===== src/rtl/comb_resp_misr_pkg.sv =====
// ============================================================================
// Module      : comb_resp_misr_pkg
// Description : Shared types, defaults and MISR update function for the
//               combinational-block response checker.
// Revision    : 1.0 - initial release
// ============================================================================
`default_nettype none

package comb_resp_misr_pkg;

  localparam int              RESP_W_DEF = 5;
  localparam logic [4:0]      POLY_DEF   = 5'h05;
  localparam logic [4:0]      SEED_DEF   = 5'h00;
  localparam int              N_VEC_DEF  = 64;

  typedef enum logic [1:0] {
    IDLE  = 2'd0,
    RUN   = 2'd1,
    CHECK = 2'd2,
    DONE  = 2'd3
  } state_t;

  // Galois MISR step at the default width and polynomial.
  function automatic logic [RESP_W_DEF-1:0] misr_next(
    input logic [RESP_W_DEF-1:0] sig,
    input logic [RESP_W_DEF-1:0] resp
  );
    logic [RESP_W_DEF-1:0] fb;
    fb = sig[RESP_W_DEF-1] ? POLY_DEF : '0;
    return {sig[RESP_W_DEF-2:0], 1'b0} ^ fb ^ resp;
  endfunction

endpackage

`default_nettype wire


===== src/rtl/comb_resp_misr_misr_reg.sv =====
// ============================================================================
// Module      : misr_reg
// Description : RESP_W-bit Galois multiple-input signature register with
//               synchronous seed load and compaction enable.
// Revision    : 1.0 - initial release
// ============================================================================
`default_nettype none

module misr_reg
  import comb_resp_misr_pkg::*;
#(
  parameter int                RESP_W = RESP_W_DEF,
  parameter logic [RESP_W-1:0] POLY   = POLY_DEF,
  parameter logic [RESP_W-1:0] SEED   = SEED_DEF
) (
  input  logic              clk,
  input  logic              rst,
  input  logic              load,
  input  logic              en,
  input  logic [RESP_W-1:0] resp,
  output logic [RESP_W-1:0] sig
);

  logic [RESP_W-1:0] sig_next;

  always_comb begin
    sig_next = {sig[RESP_W-2:0], 1'b0} ^ resp;
    if (sig[RESP_W-1]) sig_next = sig_next ^ POLY;
  end

  // Load outranks enable so an abort or restart always returns to the seed.
  always_ff @(posedge clk or posedge rst) begin
    if (rst)       sig <= SEED;
    else if (load) sig <= SEED;
    else if (en)   sig <= sig_next;
  end

endmodule

`default_nettype wire


===== src/rtl/comb_resp_misr.sv =====
// ============================================================================
// Module      : comb_resp_misr
// Description : Response checker: compacts N_VEC handshaked response beats
//               into a MISR signature and compares it with an expected value.
// Revision    : 1.0 - initial release
// ============================================================================
`default_nettype none

module comb_resp_misr
  import comb_resp_misr_pkg::*;
#(
  parameter int                RESP_W = RESP_W_DEF,
  parameter int                N_VEC  = N_VEC_DEF,
  parameter logic [RESP_W-1:0] POLY   = POLY_DEF,
  parameter logic [RESP_W-1:0] SEED   = SEED_DEF
) (
  input  logic                       clk,
  input  logic                       rst,
  input  logic                       start,
  input  logic                       abort,
  input  logic [RESP_W-1:0]          exp_sig,
  input  logic                       in_valid,
  input  logic [RESP_W-1:0]          in_resp,
  output logic                       in_ready,
  output logic                       busy,
  output logic                       done,
  output logic                       pass,
  output logic [RESP_W-1:0]          signature,
  output logic [$clog2(N_VEC+1)-1:0] vec_count
);

  localparam int CNT_W = $clog2(N_VEC+1);

  state_t             state;
  logic [RESP_W-1:0]  exp_lat;
  logic [CNT_W-1:0]   cnt;
  logic               start_ok;
  logic               abort_ok;
  logic               accept;
  logic               last_beat;

  assign start_ok  = start && (state == IDLE || state == DONE);
  assign abort_ok  = abort && (state == RUN);
  // Abort takes priority: a beat presented alongside it is dropped.
  assign accept    = in_valid && (state == RUN) && !abort;
  assign last_beat = (cnt == CNT_W'(N_VEC - 1));

  misr_reg #(
    .RESP_W (RESP_W),
    .POLY   (POLY),
    .SEED   (SEED)
  ) u_misr (
    .clk  (clk),
    .rst  (rst),
    .load (start_ok || abort_ok),
    .en   (accept),
    .resp (in_resp),
    .sig  (signature)
  );

  always_ff @(posedge clk or posedge rst) begin
    if (rst) begin
      state   <= IDLE;
      cnt     <= '0;
      exp_lat <= '0;
      done    <= 1'b0;
      pass    <= 1'b0;
    end else begin
      unique case (state)
        IDLE, DONE: begin
          if (start_ok) begin
            cnt     <= '0;
            exp_lat <= exp_sig;
            done    <= 1'b0;
            pass    <= 1'b0;
            state   <= RUN;
          end
        end
        RUN: begin
          if (abort_ok) begin
            cnt   <= '0;
            state <= IDLE;
          end else if (accept) begin
            cnt <= cnt + CNT_W'(1);
            if (last_beat) state <= CHECK;
          end
        end
        CHECK: begin
          pass  <= (signature == exp_lat);
          done  <= 1'b1;
          state <= DONE;
        end
        default: state <= IDLE;
      endcase
    end
  end

  assign in_ready  = (state == RUN);
  assign busy      = (state == RUN) || (state == CHECK);
  assign vec_count = cnt;

endmodule

`default_nettype wire


===== config.mk =====
export PLATFORM = sky130hd
export DESIGN_NAME = comb_resp_misr
export DESIGN_NICKNAME = d
export VERILOG_FILES = /design/src/rtl/comb_resp_misr_pkg.sv /design/src/rtl/comb_resp_misr_misr_reg.sv /design/src/rtl/comb_resp_misr.sv
export SDC_FILE = /design/constraint.sdc
export NUM_CORES = 1
export LEC_CHECK = 0
export BUFFER_PORTS_ARGS = -buffer_cell sky130_fd_sc_hd__buf_2
export CAP_MARGIN = 40
export CORE_MARGIN = 2
export CORE_UTILIZATION = 40
export CTS_CLUSTER_DIAMETER = 40
export DETAILED_ROUTE_END_ITERATION = 6
export PLACE_DENSITY_LB_ADDON = 0.05
export SLEW_MARGIN = 15
export SYNTH_ARGS = -nofsm -noshare
export SYNTH_HDL_FRONTEND = slang
export SYNTH_SLANG_ARGS = --single-unit

===== constraint.sdc =====
create_clock -name clk -period 6.08 [get_ports clk]
set_clock_uncertainty 0.05 [all_clocks]
set_input_delay 1.216 -clock clk [delete_from_list [all_inputs] [get_ports clk]]
set_output_delay 1.216 -clock clk [all_outputs]
set_load 0.03 [all_outputs]

==> results of run 1 <==
==> cells by family after synthesis <==
kind of cell	Yosys count
buffers and inverters	7
AOI/OAI and AO/OA	27
DFF	21
muxes	6
xor gates and xnor gates	11
and+or+nand+nor	28
adders and majority gates	4
==> routing by layer <==
metal | wire length, um | part of all wire | up-vias | GRT usage
met5 | 0 | 0 | - | 0
met4 | 13 | 0.0059 | 0 | 0.0498
met3 | 91 | 0.041 | 2 | 0.0272
met2 | 992 | 0.45 | 16 | 0.233
met1 | 1130 | 0.51 | 390 | 0.216
li1 | - | - | 443 | -
==> path summary, 6_finish.rpt <==
path                          start           end  slack, ns  cells past startpoint
setup / recovery           state[0]          busy       3.39                      4
hold / removal                 pass          pass       0.48                      2
setup reg to reg           state[0]  vec_count[5]       3.91                      6
hold reg to reg                pass          pass       0.48                      2
max in group asynchronous       rst      state[1]       4.50                      2
min in group asynchronous       rst    exp_lat[4]       0.99                      2
==> power by group <==
| group | switching [mW] | leakage (nW) | total, mW | internal, mW |
|---|---|---|---|---|
| clock | 0.0440 | 0.0177 | 0.0685 | 0.0245 |
| sequential | 0.0379 | 0.276 | 0.214 | 0.176 |
| combinational | 0.144 | 0.369 | 0.249 | 0.105 |
==> registers in the layout (all words and copies together), names as in the netlist <==
signal	flops
exp_lat	5
pass	1
vec_count	7
done	1
state	2
u_misr.sig	5
==> tightest hold or removal path, stage by stage, from the launching register on <==
cell	delay (ns)
dfrtp_1	0.37
nand3_1	0.07
o21ai_0	0.07
==> per-stage QoR <==
stage / std cells / hold slack [ns] / util / area [sq um]
after floorplan: 104 / 0.451 / - / 1130
after global placement: 164 / 0.445 / 0.482 / 1320
after detailed placement: 164 / 0.455 / 0.482 / 1320
after CTS: 168 / 0.484 / 0.492 / 1350
after global routing: 168 / 0.518 / 0.492 / 1350
final: 168 / 0.481 / 0.492 / 1350
==> layout make-up <==
cell class | instances | area [sq um]
sequential | 21 | 526
clock buffer | 3 | 22.5
clock inverter | 1 | 5.00
tap | 31 | 38.8
timing repair buffer | 30 | 150
inverter | 6 | 22.5
multi-input combinational | 76 | 581
fill | 277 | 1390
==> cells in the final DEF (no fill, tap or decap), drive strengths merged, types with 3 or more instances in the layout <==
cell type	instances
a22o	5
buf	30
mux2	5
xor2	4
nor2	7
nand3	5
dfrtp	21
inv	6
o21ai	9
o31ai	4
ha	4
clkbuf	3
nand2	5
xnor2	7
==> out/results.txt, run 1 <==
Ant. Diodes: 0
ys flop type: dfrtp_1
Max Clk Rate: 0.371 GHz
sequential share of the synthesized area: 0.464
Pwr Density: 395 nW/um^2
Synth Area in Adders: 0.0442
Initial Util: 0.415
FFs w/ async S/R, synth: 1.00
antenna violations before repair: 0
DR iter-0 viols: 8
CP Buf/Inv Count: 3
EDFF count, synth: 0
area leader, netlist: dfrtp_1
Final setup viols: 0
Rows: 19
Core Region: 2730 sq um
number of CTS-inserted buffers: 3
vias in the first global route: 856
top post-synthesis cells by area: dfrtp_1 (46%), xnor2_1 (5.4%), mux2_2 (5.0%)
unrepaired setup endpoints after global routing: false
Crit path top cell by count: inv_1
Syn Inst Count: 104
CTS tree: yes
die area: 3280 sq um
share of cells above drive strength 1: 0.336
final WL: 2220 um
Setup Slack @ Placement: 3.50 ns
max_cap viols: 0
clock buffer depth: 2
synthesized cell area: 1130 sq um
slew at the pin closest to its max-slew limit: 0.799 ns
Seq cells post-synth: 21
peak supply drop: 0.000217 V
CP delay by family, top: flip-flops
first-pass detailed-route iteration total: 4
Crit Path Class: reg2out
Final min period: 2.69 ns
CP cell instances: inv_1, ha_1, inv_1, buf_2
status: completed
Req. time, crit path: 4.81 ns
Worst setup SP type: register
clock transition at the registers of the reported paths: 0.12 ns
H-tree Lvls: 1
Synth top cells by count: dfrtp_1 (21), nor2_1 (7), xnor2_1 (7), inv_1 (6), o21ai_1 (6)
worst rel slew slack: 0.467
synthesized area per cell: 10.9 sq um
Synth top area share: 0.464
Final ANT Viol Nets: 0
most frequent cell after synthesis: dfrtp_1
HP Class: reg2reg
Vias/cell: 5.07
GRT overflow: 0
average wire per standard cell: 13.2 um
fin. max-slew vios: 0
CP max stage cell: dfrtp_1
worst setup margin: 3.39 ns
synth warn: 0
clk_lat worst skew: 0.30 ns
Post-Synth XOR/XNOR Area: 0.0850
simple-gate share of the synthesized area: 0.128
IO Port Bufs: 30
Total GRT Usage: 0.151
CTS Hold Bufs: 0
via count: 851
Die Ht: 57.2 um
Mapped Nets: 123
Tcrit/Tclk final: 0.443
critical path arrival: 1.43 ns
main combinational cell family by area after synthesis: compound AO/OA/AOI/OAI gates
Area Overhead vs Synth: 18.7%
postcts setup bufs: 0
Max stage delay on crit path: 0.42 ns
post-DP HPWL: 1690 um
Root Buffer Master: clkbuf_4
largest net degree at the start of global routing: 22
PostCTS Resize Cnt: 0
Leak: 0.663 nW
Hold Vio Cnt, Final: 0
Placer Congestion: 0.786
post-route DRC violation count: 0
multiplexer area fraction after synthesis: 0.0585
nets: 157
global-route wire length before repair: 3910 um
Sink Count: 21
PnR Total Power: 531 uW
Chip Width: 57.2 um
Synth Area in Compound Gates: 0.196
I/O pin cnt: 31
Yosys cell types: 31
TNS Setup: 0 ns
Worst Path Max Fanout: 6
Setup crit end kind: primary output
Power figures use the tool's default switching activity.
==> inputs of run 2 (changes only) <==
- clock period: 6.08 -> 2.2 ns (I/O delays scaled with it)
==> run 2 against run 1 <==
Critical path depth rose by 2. Clock-buffer cell count did not move. Largest cell class unchanged. Utilization rose by 0.82 points. Sequential cell count did not move. Largest power group unchanged. Highest routed layer unchanged.
==> out/results.txt, run 2 (synthesized netlist as in run 1, its figures left out) <==
sequential standard cell area: 526 sq um (unchanged)
Core Region: 2730 sq um (unchanged)
clock buffer depth: 2 (unchanged)
global-route wire length before repair: 3970 um (+1.8%)
fin cells: 171 (+1.8%)
Max stage delay on crit path: 0.43 ns (about the same)
vias in the first global route: 914 (+6.8%)
unrepaired setup endpoints after global routing: false
Req. time, crit path: 2.36 ns (-2.45 ns)
reg2reg setup slack: 0.17 ns (-3.74 ns)
critical path arrival: 2.20 ns (+0.77 ns)
CTS tree: yes
post-route DRC violation count: 0 (unchanged)
via count: 899 (+5.6%)
Vias/cell: 5.26 (+3.8%)
Leak: 0.678 nW (+2.3%)
fin. max-slew vios: 0 (unchanged)
Final ANT Viol Nets: 0 (unchanged)
share of cells above drive strength 1: 0.350 (+0.0142)
number of CTS-inserted buffers: 3 (unchanged)
CP cell instances: inv_1, ha_1, nor2b_1, a211o_4, or2_1, o41ai_2
H-tree Lvls: 1 (unchanged)
clock transition at the registers of the reported paths: 0.12 ns (about the same)
M1 GR Usage: 0.204 (-0.0124)
worst rel slew slack: 0.800 (+0.334)
CP max stage cell: dfrtp_1
Global Route met2 Usage: 0.258 (+0.0246)
hold_ws: 0.0845 ns (-0.396 ns)
Tcrit/Tclk final: 0.923
HP Class: in2async
Crit Path Class: reg2reg
status: completed
Worst Path Max Fanout: 9 (+3)
max reg flops: 7 (unchanged)
Max Clk Rate: 0.492 GHz
Rows: 19 (unchanged)
area of the multi-input gates: 581 sq um (unchanged)
postcts setup bufs: 0 (unchanged)
Pwr Density: 1100 nW/um^2 (+180%)
antenna violations before repair: 0 (unchanged)
Sink Count: 21 (unchanged)
met3 GRT Util: 0.0363 (+0.00907)
clk_lat worst skew: 0.30 ns (about the same)
Fillers: 249 (-10%)
Ant. Diodes: 0 (unchanged)
Final setup viols: 0 (unchanged)
Placer Congestion: 0.716 (-8.9%)
GRT overflow: 0 (unchanged)
Initial Util: 0.415 (unchanged)
TNS Setup: 0 ns (unchanged)
Die Ht: 57.2 um (unchanged)
most frequent cells in the layout: buf_2 (30), dfrtp_1 (21), nor2_1 (7), xnor2_1 (7)
first-pass detailed-route iteration total: 4 (unchanged)
post-DP HPWL: 1750 um (+3.5%)
I/O pin cnt: 31 (unchanged)
Setup crit end kind: register
Final min period: 2.03 ns
Worst setup SP type: register
die area: 3280 sq um (unchanged)
final WL: 2290 um (+3.2%)
Root Buffer Master: clkbuf_4
slew at the pin closest to its max-slew limit: 0.297 ns (-0.502 ns)
placed cells: 167 (+1.8%)
max_cap viols: 0 (unchanged)
DR iter-0 viols: 32 (+24)
Area Overhead vs Synth: 20.6%
Hold Vio Cnt, Final: 0 (unchanged)
Chip Width: 57.2 um (unchanged)
CTS Hold Bufs: 0 (unchanged)
nets: 160 (+1.9%)
largest net degree at the start of global routing: 22 (unchanged)
Total GRT Usage: 0.158 (+0.00632)
peak supply drop: 0.000640 V (+200%)
average wire per standard cell: 13.4 um (+1.4%)
most common cell after layout, fill and taps aside: buf_2
IO Port Bufs: 30 (unchanged)
Top Usage Layer GRT: met2
run 2: area by class of cell:
type / count / area share
Clock inverter: 1 / 0.00366
Sequential cell: 21 / 0.384
Tap cell: 31 / 0.0284
Multi-Input combinational cell: 76 / 0.425
Clock buffer: 3 / 0.0165
Inverter: 6 / 0.0165
Timing Repair Buffer: 33 / 0.126
run 2: path summary, 6_finish.rpt:
kind                             from      endpoint  cells after the start
max                          state[0]  vec_count[6]                      6
min                               rst    exp_lat[4]                      3
max reg2reg                  state[0]  vec_count[6]                      6
min reg2reg                      pass          pass                      2
max in group asynchronous         rst    exp_lat[1]                      3
min in group clk           exp_sig[0]    exp_lat[0]                      2
run 2: worst max-delay path: cells and delay by family (launching register included):
| kind | cells | cell delay, ns |
|---|---|---|
| AND/OR/NAND/NOR | 2 | 0.50 |
| adder cells (fa/ha/maj) | 1 | 0.30 |
| buffers and inverters | 1 | 0.07 |
| flip-flops | 1 | 0.43 |
| AO/OA/AOI/OAI | 2 | 0.58 |
run 2: power by group:
| part | switching, mW | total (mW) | internal, mW |
|---|---|---|---|
| Combinational | 0.405 | 0.716 | 0.311 |
| Sequential | 0.108 | 0.595 | 0.487 |
| Clock | 0.123 | 0.191 | 0.0678 |
run 2: repair_timing:
item,4_1_cts,5_1_grt
hold endpoints to repair,0,0
setup endpoints to repair,0,1
gates resized for setup,0,1
run 2: metrics by stage:
step | util | area (sq um) | total power [mW] | setup slack [ns]
2_1_floorplan | - | 1130 | 1.14 | 0.173
3_3_place_gp | 0.490 | 1340 | 1.32 | 0.206
3_5_place_dp | 0.490 | 1340 | 1.33 | 0.118
4_1_cts | 0.500 | 1370 | 1.53 | 0.0899
5_1_grt | 0.500 | 1370 | 1.63 | 0.0588
6_report | 0.500 | 1370 | 1.50 | 0.169
run 2: routing by layer:
metal | vias to the layer above | share of wire | wire length, um
li1 | 449 | - | -
met1 | 426 | 0.47 | 1080
met2 | 22 | 0.48 | 1100
met3 | 2 | 0.041 | 94
met4 | 0 | 0.0074 | 17
met5 | - | 0 | 0
==> inputs of run 3 (changes only) <==
- CTS_CLUSTER_SIZE: default -> 24
- clock period: 2.2 -> 1.7 ns (I/O delays scaled with it)
==> run 3 against run 2 <==
The flow now finishes with violations (setup timing). Wire length grew 6.6%. Via count grew 6.9%. Global-route usage grew 0.66 points. Final area grew 19%. Critical path depth is the same. Sequential cell count is the same. Non-clock buffer count grew 17. Combinational power grew 84%. Cell count grew 9.9%. Sequential power grew 29%. First-iteration DRC count shrank 72%. Power grew 55%.
==> out/results.txt, run 3 (synthesized netlist as in run 1, its figures left out) <==
most common cell after layout, fill and taps aside: buf_2
CP max stage cell: dfrtp_1
Total GRT Usage: 0.164 (+0.00657)
CTS tree: yes
Rows: 19 (unchanged)
status: finished, violations left
HP Class: in2reg
TNS Setup: -0.239 ns (-0.239 ns)
CP cell instances: inv_2, ha_4, nor2b_4, a211o_4, or2_4, o31ai_2
critical path arrival: 1.94 ns (-0.26 ns)
die area: 3280 sq um (unchanged)
Internal Power: 1.39 mW (+61%)
Initial Util: 0.415 (unchanged)
Placement Cell Area: 1520 sq um (+13%)
most frequent cells in the layout: buf_2 (28), dfrtp_1 (18), buf_4 (16)
switching fraction of total power: 0.401 (-0.0224)
Worst setup SP type: register
IO Port Bufs: 30 (unchanged)
share of cells above drive strength 1: 0.516 (+0.166)
Setup crit end kind: register
Crit Path Class: reg2reg
unrepaired setup endpoints after global routing: true
Root Buffer Master: clkbuf_4
Chip Width: 57.2 um (unchanged)
global-route wire length before repair: 4210 um (+5.9%)
I/O pin cnt: 31 (unchanged)
Tcrit/Tclk final: 1.04 (+0.117)
vias in the first global route: 907 (-0.77%)
clock transition at the registers of the reported paths: 0.11 ns (about the same)
slew at the pin closest to its max-slew limit: 0.277 ns (-0.0204 ns)
worst rel slew slack: 0.816 (+0.0152)
H-tree Lvls: 1 (unchanged)
average wire per standard cell: 13.0 um (-3.0%)
worst setup margin: -0.0685 ns (-0.238 ns)
Vias/cell: 5.11 (-2.8%)
first-pass detailed-route iteration total: 3 (-1)
Hold Vio Cnt, Final: 0 (unchanged)
hold_ws: 0.213 ns (+0.129 ns)
Core Region: 2730 sq um (unchanged)
Logic pwr share: 0.568 (+0.091)
Setup Slack @ Placement: -0.209 ns (-0.327 ns)
antenna violations before repair: 0 (unchanged)
Max stage delay on crit path: 0.44 ns (about the same)
fin util: 0.593 (+0.0929)
max reg flops: 7 (unchanged)
final WL: 2450 um (+6.6%)
post-route DRC violation count: 0 (unchanged)
Clock power frac: 0.103 (-0.024)
Placer Congestion: 0.750 (+4.8%)
Worst Path Max Fanout: 6 (-3)
Final min period: 1.77 ns (-0.262 ns)
switching pwr: 933 uW (+47%)
DR iter-0 viols: 9 (-72%)
nets: 177 (+11%)
Max Clk Rate: 0.565 GHz (+15%)
Area Overhead vs Synth: 43.0%
Sink Count: 21 (unchanged)
Req. time, crit path: 1.87 ns (-0.49 ns)
peak supply drop: 0.00109 V (+71%)
Final ANT Viol Nets: 0 (unchanged)
via count: 961 (+6.9%)
Final setup viols: 6 (+6)
largest net degree at the start of global routing: 22 (unchanged)
Reg power frac: 0.329 (-0.067)
post-DP HPWL: 1910 um (+9.5%)
clock buffer depth: 2 (unchanged)
design area: 1620 sq um (+19%)
Leak: 0.803 nW (+19%)
Die Ht: 57.2 um (unchanged)
Ant. Diodes: 0 (unchanged)
GRT overflow: 0 (unchanged)
fin. max-slew vios: 0 (unchanged)
Pwr Density: 1430 nW/um^2 (+31%)
failing checks: setup timing
number of CTS-inserted buffers: 3 (unchanged)
max_cap viols: 0 (unchanged)
clk_lat worst skew: 0.30 ns (about the same)
==> run 3: cell types whose count changed in the layout (fill, tap and decap cells not counted), sizes merged <==
cell / change
dlygate4sd3: +1
clkbuf: +1
clkinv: -1
buf: +16
==> run 3: cell type report <==
| type | instances | area [sq um] |
|---|---|---|
| Clock buffer | 4 | 26.3 |
| Fill cell | 246 | 1110 |
| Inverter | 6 | 25.0 |
| Multi-Input combinational cell | 76 | 676 |
| Sequential cell | 21 | 529 |
| Tap cell | 31 | 38.8 |
| Timing Repair Buffer | 50 | 327 |
==> run 3: stage by stage <==
stage | power, mW | cells
after floorplan | 1.57 | 104
after global placement | 1.95 | 182
after detailed placement | 1.96 | 182
after CTS | 2.31 | 188
after global routing | 2.50 | 188
final | 2.33 | 188
==> run 3: worst max-delay path: cells and delay by family, from the launching register on <==
family | cells | cell delay, ns
and+or+nand+nor | 2 | 0.40
DFF | 1 | 0.44
AOI/OAI and AO/OA | 2 | 0.53
adders and majority gates | 1 | 0.17
buffers and inverters | 1 | 0.10
==> run 3: path summary, 6_finish.rpt <==
path                            start  slack [ns]  cells past startpoint      endpoint
max reg2reg                  state[1]       -0.07                      6  vec_count[5]
max                          state[1]       -0.07                      6  vec_count[5]
max in group asynchronous         rst        0.82                      4      state[0]
min                        exp_sig[3]        0.21                      2    exp_lat[3]
min in group asynchronous         rst        0.54                      4  vec_count[1]
min reg2reg                      pass        0.48                      2          pass
==> run 3: what timing repair did <==
item / CTS / global route
pin swaps: 2 / 2
buffers inserted: 1 / 0
hold endpoints to repair: 21 / 0
endpoints found under the setup margin: 9 / 15
hold buffers: 1 / 0
resized for setup: 11 / 7
==> run 3: layer usage <==
| layer | part of all wire | vias up | GRT usage |
|---|---|---|---|
| li1 | - | 483 | - |
| met1 | 0.49 | 459 | 0.229 |
| met2 | 0.47 | 17 | 0.256 |
| met3 | 0.041 | 2 | 0.0499 |
| met4 | 0.0053 | 0 | 0.0299 |
| met5 | 0 | - | 0 |
==> run 3: power groups by stage <==
stage	clock network [mW]	registers, mW	logic [mW]
after floorplan	0	0.889	0.680
after global placement	0	0.773	1.18
after detailed placement	0	0.778	1.18
after CTS	0.254	0.767	1.29
after global routing	0.276	0.788	1.43
final	0.240	0.765	1.32
